--- src/rtl/um_alu_issue.sv ---
// Issue/writeback controller for the UM alu: reads B/C operands, pulses the alu start,
// waits for completion and writes the result to register A; traps div0, illegal ops and alu hangs.
`timescale 1ns/1ps
module um_alu_issue #(
  parameter int unsigned DATA_W  = 32,
  parameter int unsigned TIMEOUT = 80
) (
  input  logic              clk,
  input  logic              r,
  input  logic              in_valid,
  output logic              in_ready,
  input  logic [31:0]       in_instr,
  output logic [2:0]        rb_addr,
  output logic [2:0]        rc_addr,
  input  logic [DATA_W-1:0] rb_data,
  input  logic [DATA_W-1:0] rc_data,
  output logic [DATA_W-1:0] alu_x,
  output logic [DATA_W-1:0] alu_y,
  output logic [1:0]        alu_s,
  output logic              alu_r,
  input  logic [DATA_W-1:0] alu_out,
  input  logic              alu_finished,
  output logic              wr_en,
  output logic [2:0]        wr_addr,
  output logic [DATA_W-1:0] wr_data,
  output logic              busy,
  output logic              err,
  output logic [1:0]        err_code
);

  localparam int unsigned CNT_W = $clog2(TIMEOUT);

  localparam logic [1:0] ERR_NONE    = 2'b00;
  localparam logic [1:0] ERR_DIV0    = 2'b01;
  localparam logic [1:0] ERR_TIMEOUT = 2'b10;
  localparam logic [1:0] ERR_ILLEGAL = 2'b11;

  typedef enum logic [2:0] {
    S_IDLE,
    S_ISSUE,
    S_WAIT,
    S_WRITE,
    S_ERROR
  } state_e;

  state_e              state_q, state_d;
  logic [CNT_W-1:0]    cnt_q, cnt_d;
  logic [DATA_W-1:0]   alu_x_q, alu_x_d;
  logic [DATA_W-1:0]   alu_y_q, alu_y_d;
  logic [1:0]          alu_s_q, alu_s_d;
  logic                alu_r_q, alu_r_d;
  logic                wr_en_q, wr_en_d;
  logic [2:0]          wr_addr_q, wr_addr_d;
  logic [DATA_W-1:0]   wr_data_q, wr_data_d;
  logic                busy_q, busy_d;
  logic                err_q, err_d;
  logic [1:0]          err_code_q, err_code_d;
  logic                in_ready_q, in_ready_d;

  logic [3:0] opcode;
  logic       unused_instr;

  assign opcode       = in_instr[31:28];
  assign rb_addr      = in_instr[5:3];
  assign rc_addr      = in_instr[2:0];
  assign unused_instr = ^in_instr[27:9];

  // Next-state and registered-output logic
  always_comb begin
    state_d    = state_q;
    cnt_d      = cnt_q;
    alu_x_d    = alu_x_q;
    alu_y_d    = alu_y_q;
    alu_s_d    = alu_s_q;
    alu_r_d    = 1'b0;
    wr_en_d    = 1'b0;
    wr_addr_d  = wr_addr_q;
    wr_data_d  = wr_data_q;
    err_code_d = err_code_q;

    case (state_q)
      S_IDLE: begin
        if (in_valid) begin
          if (opcode >= 4'd3 && opcode <= 4'd6) begin
            alu_x_d   = rb_data;
            alu_y_d   = rc_data;
            alu_s_d   = 2'(opcode - 4'd3);
            wr_addr_d = in_instr[8:6];
            if (opcode == 4'd5 && rc_data == '0) begin
              state_d    = S_ERROR;
              err_code_d = ERR_DIV0;
            end else begin
              state_d = S_ISSUE;
              alu_r_d = 1'b1;
            end
          end else begin
            state_d    = S_ERROR;
            err_code_d = ERR_ILLEGAL;
          end
        end
      end
      S_ISSUE: begin
        cnt_d   = '0;
        state_d = S_WAIT;
      end
      S_WAIT: begin
        if (alu_finished) begin
          wr_data_d = alu_out;
          wr_en_d   = 1'b1;
          state_d   = S_WRITE;
        end else if (cnt_q == CNT_W'(TIMEOUT - 1)) begin
          state_d    = S_ERROR;
          err_code_d = ERR_TIMEOUT;
        end else begin
          cnt_d = cnt_q + CNT_W'(1);
        end
      end
      S_WRITE: state_d = S_IDLE;
      S_ERROR: state_d = S_ERROR;
      default: state_d = S_IDLE;
    endcase

    busy_d     = (state_d != S_IDLE);
    in_ready_d = (state_d == S_IDLE);
    err_d      = (state_d == S_ERROR);
  end

  always_ff @(posedge clk or negedge r) begin
    if (!r) begin
      state_q    <= S_IDLE;
      cnt_q      <= '0;
      alu_x_q    <= '0;
      alu_y_q    <= '0;
      alu_s_q    <= '0;
      alu_r_q    <= 1'b0;
      wr_en_q    <= 1'b0;
      wr_addr_q  <= '0;
      wr_data_q  <= '0;
      busy_q     <= 1'b0;
      err_q      <= 1'b0;
      err_code_q <= ERR_NONE;
      in_ready_q <= 1'b1;
    end else begin
      state_q    <= state_d;
      cnt_q      <= cnt_d;
      alu_x_q    <= alu_x_d;
      alu_y_q    <= alu_y_d;
      alu_s_q    <= alu_s_d;
      alu_r_q    <= alu_r_d;
      wr_en_q    <= wr_en_d;
      wr_addr_q  <= wr_addr_d;
      wr_data_q  <= wr_data_d;
      busy_q     <= busy_d;
      err_q      <= err_d;
      err_code_q <= err_code_d;
      in_ready_q <= in_ready_d;
    end
  end

  assign in_ready = in_ready_q;
  assign alu_x    = alu_x_q;
  assign alu_y    = alu_y_q;
  assign alu_s    = alu_s_q;
  assign alu_r    = alu_r_q;
  assign wr_en    = wr_en_q;
  assign wr_addr  = wr_addr_q;
  assign wr_data  = wr_data_q;
  assign busy     = busy_q;
  assign err      = err_q;
  assign err_code = err_code_q;

endmodule

--- config.mk ---
export PLATFORM = sky130hd
export DESIGN_NAME = um_alu_issue
export DESIGN_NICKNAME = d
export VERILOG_FILES = /design/src/rtl/um_alu_issue.sv
export SDC_FILE = /design/constraint.sdc
export NUM_CORES = 1
export LEC_CHECK = 0
export CAP_MARGIN = 20
export CORE_MARGIN = 2
export CORE_UTILIZATION = 46
export CTS_BUF_LIST = sky130_fd_sc_hd__clkbuf_8
export CTS_CLUSTER_DIAMETER = 100
export CTS_CLUSTER_SIZE = 10
export DETAILED_ROUTE_END_ITERATION = 6
export GPL_TIMING_DRIVEN = 0
export PLACE_DENSITY = 0.89
export REMOVE_ABC_BUFFERS = 1
export SYNTH_ARGS = -nofsm -noshare
export SYNTH_HDL_FRONTEND = slang
export SYNTH_SLANG_ARGS = --single-unit
--- constraint.sdc ---
create_clock -name clk -period 3 [get_ports clk]
set_input_delay 0.45 -clock clk [delete_from_list [all_inputs] [get_ports clk]]
set_output_delay 0.45 -clock clk [all_outputs]
set_load 0.01 [all_outputs]
== Word-level counts from Yosys, hierarchy flattened ==
Index checks and enable logic that the tools add are counted.

* Output and inout bits: 114
* Register bits after elaboration: 118
* Word-level logic and storage cells: 61

* Magnitude comparators: 2
* Add/sub/neg operators: 2
* Equal/unequal tests: 11
* Reductions and logical operators: 12
* Mux-type cells: 21

{| class="wikitable"
|+ Operator list
! operator !! number
|-
| 32-bit zero test || 1
|-
| 3-bit 2-to-1 mux || 5
|-
| 7-bit 2-to-1 mux || 2
|-
| 7-bit one-hot mux with 2 select lines || 1
|-
| 3-bit one-hot mux with 4 select lines || 1
|-
| 2-bit 2-to-1 mux || 5
|-
| 2-bit != test, second input constant || 4
|-
| 7-bit by 1-bit adder with 7-bit output, second input constant || 1
|-
| 7-bit == test, second input constant || 1
|-
| 3-bit == test, second input constant || 2
|-
| 3-bit zero test || 2
|-
| 1-bit 2-to-1 mux || 6
|-
| 3-bit AND reduction || 2
|-
| 5-bit AND reduction || 1
|-
| 4-bit by 3-bit == test with 1-bit output, second input constant || 1
|-
| 4-bit by 2-bit >= comparator with 1-bit output, second input constant || 1
|-
| 4-bit by 3-bit less-or-equal comparator with 1-bit output, second input constant || 1
|-
| 2-bit one-hot mux with 2 select lines || 1
|-
| 2-bit nonzero test || 2
|-
| 3-bit by 1-bit == test with 1-bit output, second input constant || 1
|-
| 3-bit by 2-bit == test with 1-bit output, second input constant || 1
|-
| 3-bit != test, second input constant || 1
|-
| 3-bit nonzero test || 1
|-
| 1-bit logical AND || 2
|-
| 2 further kinds || 2
|}

== Longest topological paths before layout ==
* Depth after elaboration: 7
* Mapped depth: 7

== Least setup slack after synthesis ==
OpenSTA, ideal clock, no wires.

* Kind: input to register
* Start: in in_instr[28]
* End: reg alu_y_q[10], in the netlist alu_y[10]
* Data arrival time: 1.673 ns
* Cell stages on the path: 7
* Slack: 1.202 ns
* Setup time: 0.125 ns
* Path buffers: 2
* Data required time: 2.875 ns
* Path through: inv_1 -> ha_1 -> o221ai_1 -> nand2b_1 -> buf_4 -> buf_6 -> mux2_4

* Longest elaborated chain between the ends: 3
* Elaborated cells on any way between the ends: 4

{| class="wikitable"
|+ RTL lines
! what !! line !! RTL
|-
| start, declared || 12 || <nowiki>input logic [31:0] in_instr,</nowiki>
|-
| 4-bit by 2-bit >= comparator with 1-bit output / 4-bit by 3-bit less-or-equal comparator with 1-bit output (equally long branches) || 84 || <nowiki>if (opcode >= 4'd3 && opcode <= 4'd6) begin</nowiki>
|-
| 1-bit logical AND * || 84 ||
|-
| 3-bit AND reduction (no line) * || - ||
|-
| end signal, assigned || 147 || <nowiki>alu_y_q <= alu_y_d;</nowiki>
|-
| end, declared || 49 || <nowiki>logic [DATA_W-1:0] alu_y_q, alu_y_d;</nowiki>
|}

Mark *: on every way between the ends. The rest lies on a longest branch, timed or not.
A chain may end at the register's enable or synchronous reset.

== Worst setup path after layout ==
* Start: in in_instr[28]
* End: reg alu_y_q[1], in the netlist alu_y[1]

The elaborated chain is that of the path after synthesis.

==> results.json <==
{
  "timing.final.setup_violations": 0,
  "fmax_mhz": 410,
  "fin_skew_ps": 6.78,
  "max_cap_violations": 0,
  "critPathArrivalTime_ps": 2750,
  "io-pin-count": 246,
  "io_buffer_count": 214,
  "max-clock-path-buffers": 2,
  "drc": 0,
  "final_util": 0.720,
  "synth.yosys.seq_area_share": 0.572,
  "r2r_slack_ps": 590,
  "ctsRootBufferMaster": "clkbuf_8",
  "hpwlAfterDp_um": 9860,
  "outcome": "finished clean",
  "synth_cell_type_count": 47,
  "synth_edf_count": 0,
  "hold_buffers": 1,
  "detailroute.via_count": 3613,
  "post-cts-setup-buffers": 0,
  "hold_path_class": "in -> async",
  "cts.clk_slew.worst_paths_ps": 70,
  "synth.largest_area_cell": "dfrtp_1",
  "first_global_vias": 3789,
  "worst_path_largest_cell_delay_ps": 540,
  "syn-cell-area_um2": 5170,
  "grt_first_pass_wirelength_um": 19500,
  "placedCellCount": 674,
  "drt-vias-per-instance": 5.12,
  "dieWidth_um": 110,
  "grt_max_degree": 84,
  "yosys_warnings": 0,
  "cp_bufs_invs": 3,
  "endpoint_kind": "flip-flop",
  "start_util": 0.475,
  "yosys_most_used_dff": "dfrtp_1",
  "worst_skew_pair_later_pin_latency_ps": 430,
  "path_cells": "clkdlybuf4s50_1 > inv_1 > ha_1 > o221ai_1 > nand2b_2 > buf_12 > mux2_2",
  "synth_most_common_cell": "dfrtp_1",
  "grt_overflow_total": 0,
  "power.static_leakage_nw": 3.45,
  "route.top_layer_used": "met4",
  "tritoncts.num_buffers": 17,
  "regToRegStartpoint": "state_q[0]",
  "wl_met2_um": 6700,
  "start_kind": "primary input",
  "place.gp.congestion": 0.841,
  "critPathMaxFanout": 28,
  "holdWs_ps": 474,
  "ff2ff_path_depth": 4,
  "post_synthesis_area_per_instance_um2": 15.3,
  "min_period_ps": 2440,
  "drive_gt1_frac": 0.256,
  "diodes": 0,
  "synthCells": 338,
  "max-vdd-ir-drop_v": 0.000585,
  "rsz_0062_raised_after_global_routing": "no",
  "detail_route.iter0.violations": 135,
  "met3_length_um": 1290,
  "synthToLayoutAreaGrowth_pct": 51.7,
  "avgRoutedWirePerCell_um": 18.4,
  "synth.top_cells.by_area": "dfrtp_1, mux2_4, mux2_2, buf_4, buf_6",
  "final_antenna_net_count": 0,
  "layout_worst_path_cycle_share": 0.812,
  "drt_pre_antenna_iters": 4,
  "critPathRequiredTime_ps": 3310,
  "worst_path_top_cell_family_by_delay": "buffers and inverters",
  "floorplan.die_area_um2": 12100,
  "synth_top_cells_by_count": "dfrtp_1, mux2_4, mux2_2",
  "cts_resized": 0,
  "die_height_um": 110,
  "worstMarginPinSlew_ps": 897,
  "core_area_um2": 10900,
  "num-nets-final": 690,
  "totalWireLength_um": 13000,
  "post_layout_nonfiller_instances": 706,
  "slew_viol_final": 0,
  "rr_endpoint": "wr_addr[1]",
  "clock_tree.htree_level_count": 4,
  "ys_seq_elements": 118,
  "synthArstFlopShare": 1.00,
  "total_power_w": 0.00746,
  "criticalPathCategory": "in -> reg",
  "met1Wirelength_um": 4590,
  "worst_path_max_delay_cell": "clkdlybuf4s50_1",
  "timing.final.hold_violations": 0,
  "rows": 38,
  "slew_headroom": 0.401,
  "yosysTopAreaCellShare": 0.566,
  "numClockSinks": 118,
  "power_density_nw_per_um2": 951,
  "grt_antenna_before_repair": 0,
  "grtUsageTotal": 0.218,
  "tritoncts_clock_tree": "yes",
  "timing.setup.tns_ps": 0
}
## worst register-to-register path, cell delays in order, from the launching register on
cell and delay, ps:
dfrtp_1 620, nor4b_4 520, nor2b_4 490, buf_12 290, mux2_2 380
## metrics by stage
stage | area, µm² | worst slack, ps
3_3_place_gp | 7260 | -3800
2_1_floorplan | 4950 | -1880
4_1_cts | 7840 | 576
6_report | 7840 | 563
3_5_place_dp | 7390 | 121
5_1_grt | 7840 | 431
## worst max-delay path by stage
stage,end,slack (ps),cells past startpoint,from
3_3_place_gp,cnt_q[5],-3800,5,alu_finished
2_1_floorplan,cnt_q[5],-1880,4,state_q[1]
3_5_place_dp,alu_y[1],120,7,in_instr[28]
4_1_cts,wr_data[17],580,3,state_q[1]
5_1_grt,wr_data[17],430,3,state_q[1]
6_report,alu_y[1],560,7,in_instr[28]
## placed cells by master (no fill, tap or decap), drive strengths merged, types with 2 or more instances in the layout
master	count
a22o	2
nor4b	4
nor2	8
clkinv	2
o21ai	4
clkinvlp	2
and3	3
buf	6
a32o	4
nor2b	4
or3	2
nand2	9
mux2	100
clkbuf	21
nor4	6
nand2b	3
a21oi	6
ha	4
nor3	2
nand4	2
bufinv	4
nand3	5
clkdlybuf4s50	213
inv	9
dfrtp	117
nor3b	3
## sequential cells by signal (all words and copies together), names as in the netlist
signal,flops
err,1
alu_s,2
alu_r,1
busy,1
alu_y,32
alu_x,32
in_ready,1
wr_data,32
err_code,2
wr_addr,3
wr_en,1
state_q,3
cnt_q,7
## layer usage
layer	up-vias	global-route usage
met4	0	0.107
met2	180	0.361
met1	1758	0.239
met3	31	0.0958
li1	1644	-
met5	-	0
## cells by family (layout without fill, tap and decap cells)
group / Yosys count / in the layout / share of synthesized area
compound gates: 26 / 26 / 0.0370
xor+xnor: 1 / 1 / 0.00169
fa+ha+maj: 4 / 4 / 0.00968
buf+inv: 30 / 258 / 0.0479
flops: 118 / 118 / 0.572
mux: 101 / 101 / 0.260
simple gates: 58 / 58 / 0.0717
## area by class of cell
type,instances,area [µm²]
Timing Repair Buffer,220,2250
Tap cell,140,175
Inverter,7,26.3
Sequential cell,118,2950
Multi-Input combinational cell,190,1990
Fill cell,715,3050
Clock inverter,10,153
Clock buffer,21,289
## power breakdown
group | internal (W) | switching (W)
clock | 0.000980 | 0.000611
combinational | 0.00207 | 0.00104
sequential | 0.00231 | 0.000452
(Power assumes the default switching activity.)
==> RTL edit (config.mk and constraints unchanged) <==
`TIMEOUT`: 80 -> 40.
--- a/src/rtl/um_alu_issue.sv
+++ b/src/rtl/um_alu_issue.sv
@@ -4,5 +4,5 @@
 module um_alu_issue #(
   parameter int unsigned DATA_W  = 32,
-  parameter int unsigned TIMEOUT = 80
+  parameter int unsigned TIMEOUT = 40
 ) (
   input  logic              clk,
Function: no difference found for any inputs over 4 cycles, from zero or initial values; that may be too few to reach the edited logic, so the function may still have changed.
==> RTL edit against the unedited design <==
  * Sequential cell count down 1
  * Sequential power down 3%
  * Largest cell class unchanged
  * Critical endpoint is now cnt_q[0]
  * Routed wire length about the same
  * Count of clock-buffer cells in the layout down 1
  * Maximum frequency down 7.6%
  * Clock power down 23%
  * Worst setup slack worse by 0.20 ns
  * Non-clock buffer count down 3
  * Area after synthesis down 4.3%
  * Power down 7.6%
  * Critical path depth down 3
  * Cell area down 4.4%
  * Critical path type is now reg -> reg
==> RTL edit: results (changes against the unedited design) <==
metric	value	unit	change
crit path to	cnt_q[0]		
Worst EP arrival	2.92	ns	+0.17 ns
vias in the first global route	4122		+8.8%
worst clock skew	0.0152	ns	+0.00840 ns
Adder-Cell Fraction of Synth Area	0.0101		+0.000439
Reg-to-Reg Start	state_q[2]		
Slowest cell on crit path	nand4bb_1		
Iter 0 DRT Violations	183		+36%
largest net degree at the start of global routing	66		-21%
min-delay worst type	in -> async		
placed cells	713		+5.8%
Met3 Wirelength	1.06	mm	-18%
WL met2	6.87	mm	+2.6%
syn_area_per_cell	12.9	um^2	-16%
DR top layer	met4		
CP delay by family, top	simple AND/OR/NAND/NOR gates		
status	finished, final reports clean		
Post-Synth XOR/XNOR Area	0.00177		+0.0000768
peak supply drop	0.548	mV	-6.4%
clock latency on the worst-skew pair	0.40	ns	-0.03 ns
post-DP HPWL	9.68	mm	-1.8%
Compound-Gate Fraction of Synth Area	0.0195		-0.0176
met3 Track Usage GR	0.0823		-0.0135
ratio of cells with drive above 1 in the final layout	0.176		-0.0805
Place WS	-0.454	ns	-0.575 ns
hold slack	0.0841	ns	-0.390 ns
Routed WL	13.0	mm	about the same
post-synth cell types	40		-15%
multiplexer share of the synthesized area	0.195		-0.0654
CP max stage delay	0.65	ns	+0.11 ns
Synth area leaders	dfrtp_1 59%, mux2_4 16%, nand2_1 7.7%		
synth cell count leaders	116 x dfrtp_1, 102 x nand2_1, 53 x mux2_4		
Cell Area, Placed	7150	um^2	-3.2%
Reg2Reg Setup Slack	0.36	ns	-0.23 ns
gr usage total	0.231		+0.0131
Max Root-Sink Buffers	2		unchanged
Filler cells	706		-1.3%
CTS Buf Count	17		unchanged
global routing usage on met2	0.405		+0.0446
slew of the pin with the lowest slew margin	0.783	ns	-0.114 ns
global-route wire length before repair	20.4	mm	+4.8%
sequential fraction of the synthesis area	0.592		+0.0208
met1 global-route usage	0.262		+0.0226
Leakage Power	3.49	nW	+1.1%
via count	3769		+4.3%
type of origin of the critical path	flop		
minimum clock period	2.64	ns	+0.202 ns
wire per inst	17.4	um	-5.2%
WL met1	4.91	mm	+7.0%
Max FO, Critical Path	34		+21%
sum of negative setup slack	0	ns	unchanged
final net count	732		+6.1%
Final Wtd Congestion	0.813		-3.3%
reg2reg path depth	4		unchanged
## RTL edit: changes by cell type in the layout (fill, tap and decap cells not counted), sizes merged, moves of 4 or more
cell	before	now
nand2	9	102
mux2	100	68
a32o	4	0
bufinv	4	0
nor2b	4	0
## RTL edit: where the power goes
group          total (mW)  internal (mW)  switching [mW]
combinational        2.97           1.91            1.05
sequential           2.69           2.27           0.421
clock                1.23          0.621           0.608
total                6.89           4.81            2.08
## RTL edit: layout make-up
type | instances | area, um^2 | area share
Inverter | 4 | 16.3 | 0.00217
Tap cell | 136 | 170 | 0.0227
Clock buffer | 20 | 275 | 0.0367
Sequential cell | 117 | 2930 | 0.391
Multi-Input combinational cell | 239 | 1830 | 0.245
Clock inverter | 12 | 68.8 | 0.00918
Timing Repair Buffer | 217 | 2200 | 0.294
## RTL edit: what timing repair did
item                                    4_1_cts  5_1_grt
endpoints found under the setup margin        2        0
resized for setup                             1        0
setup buffers                                 0        0
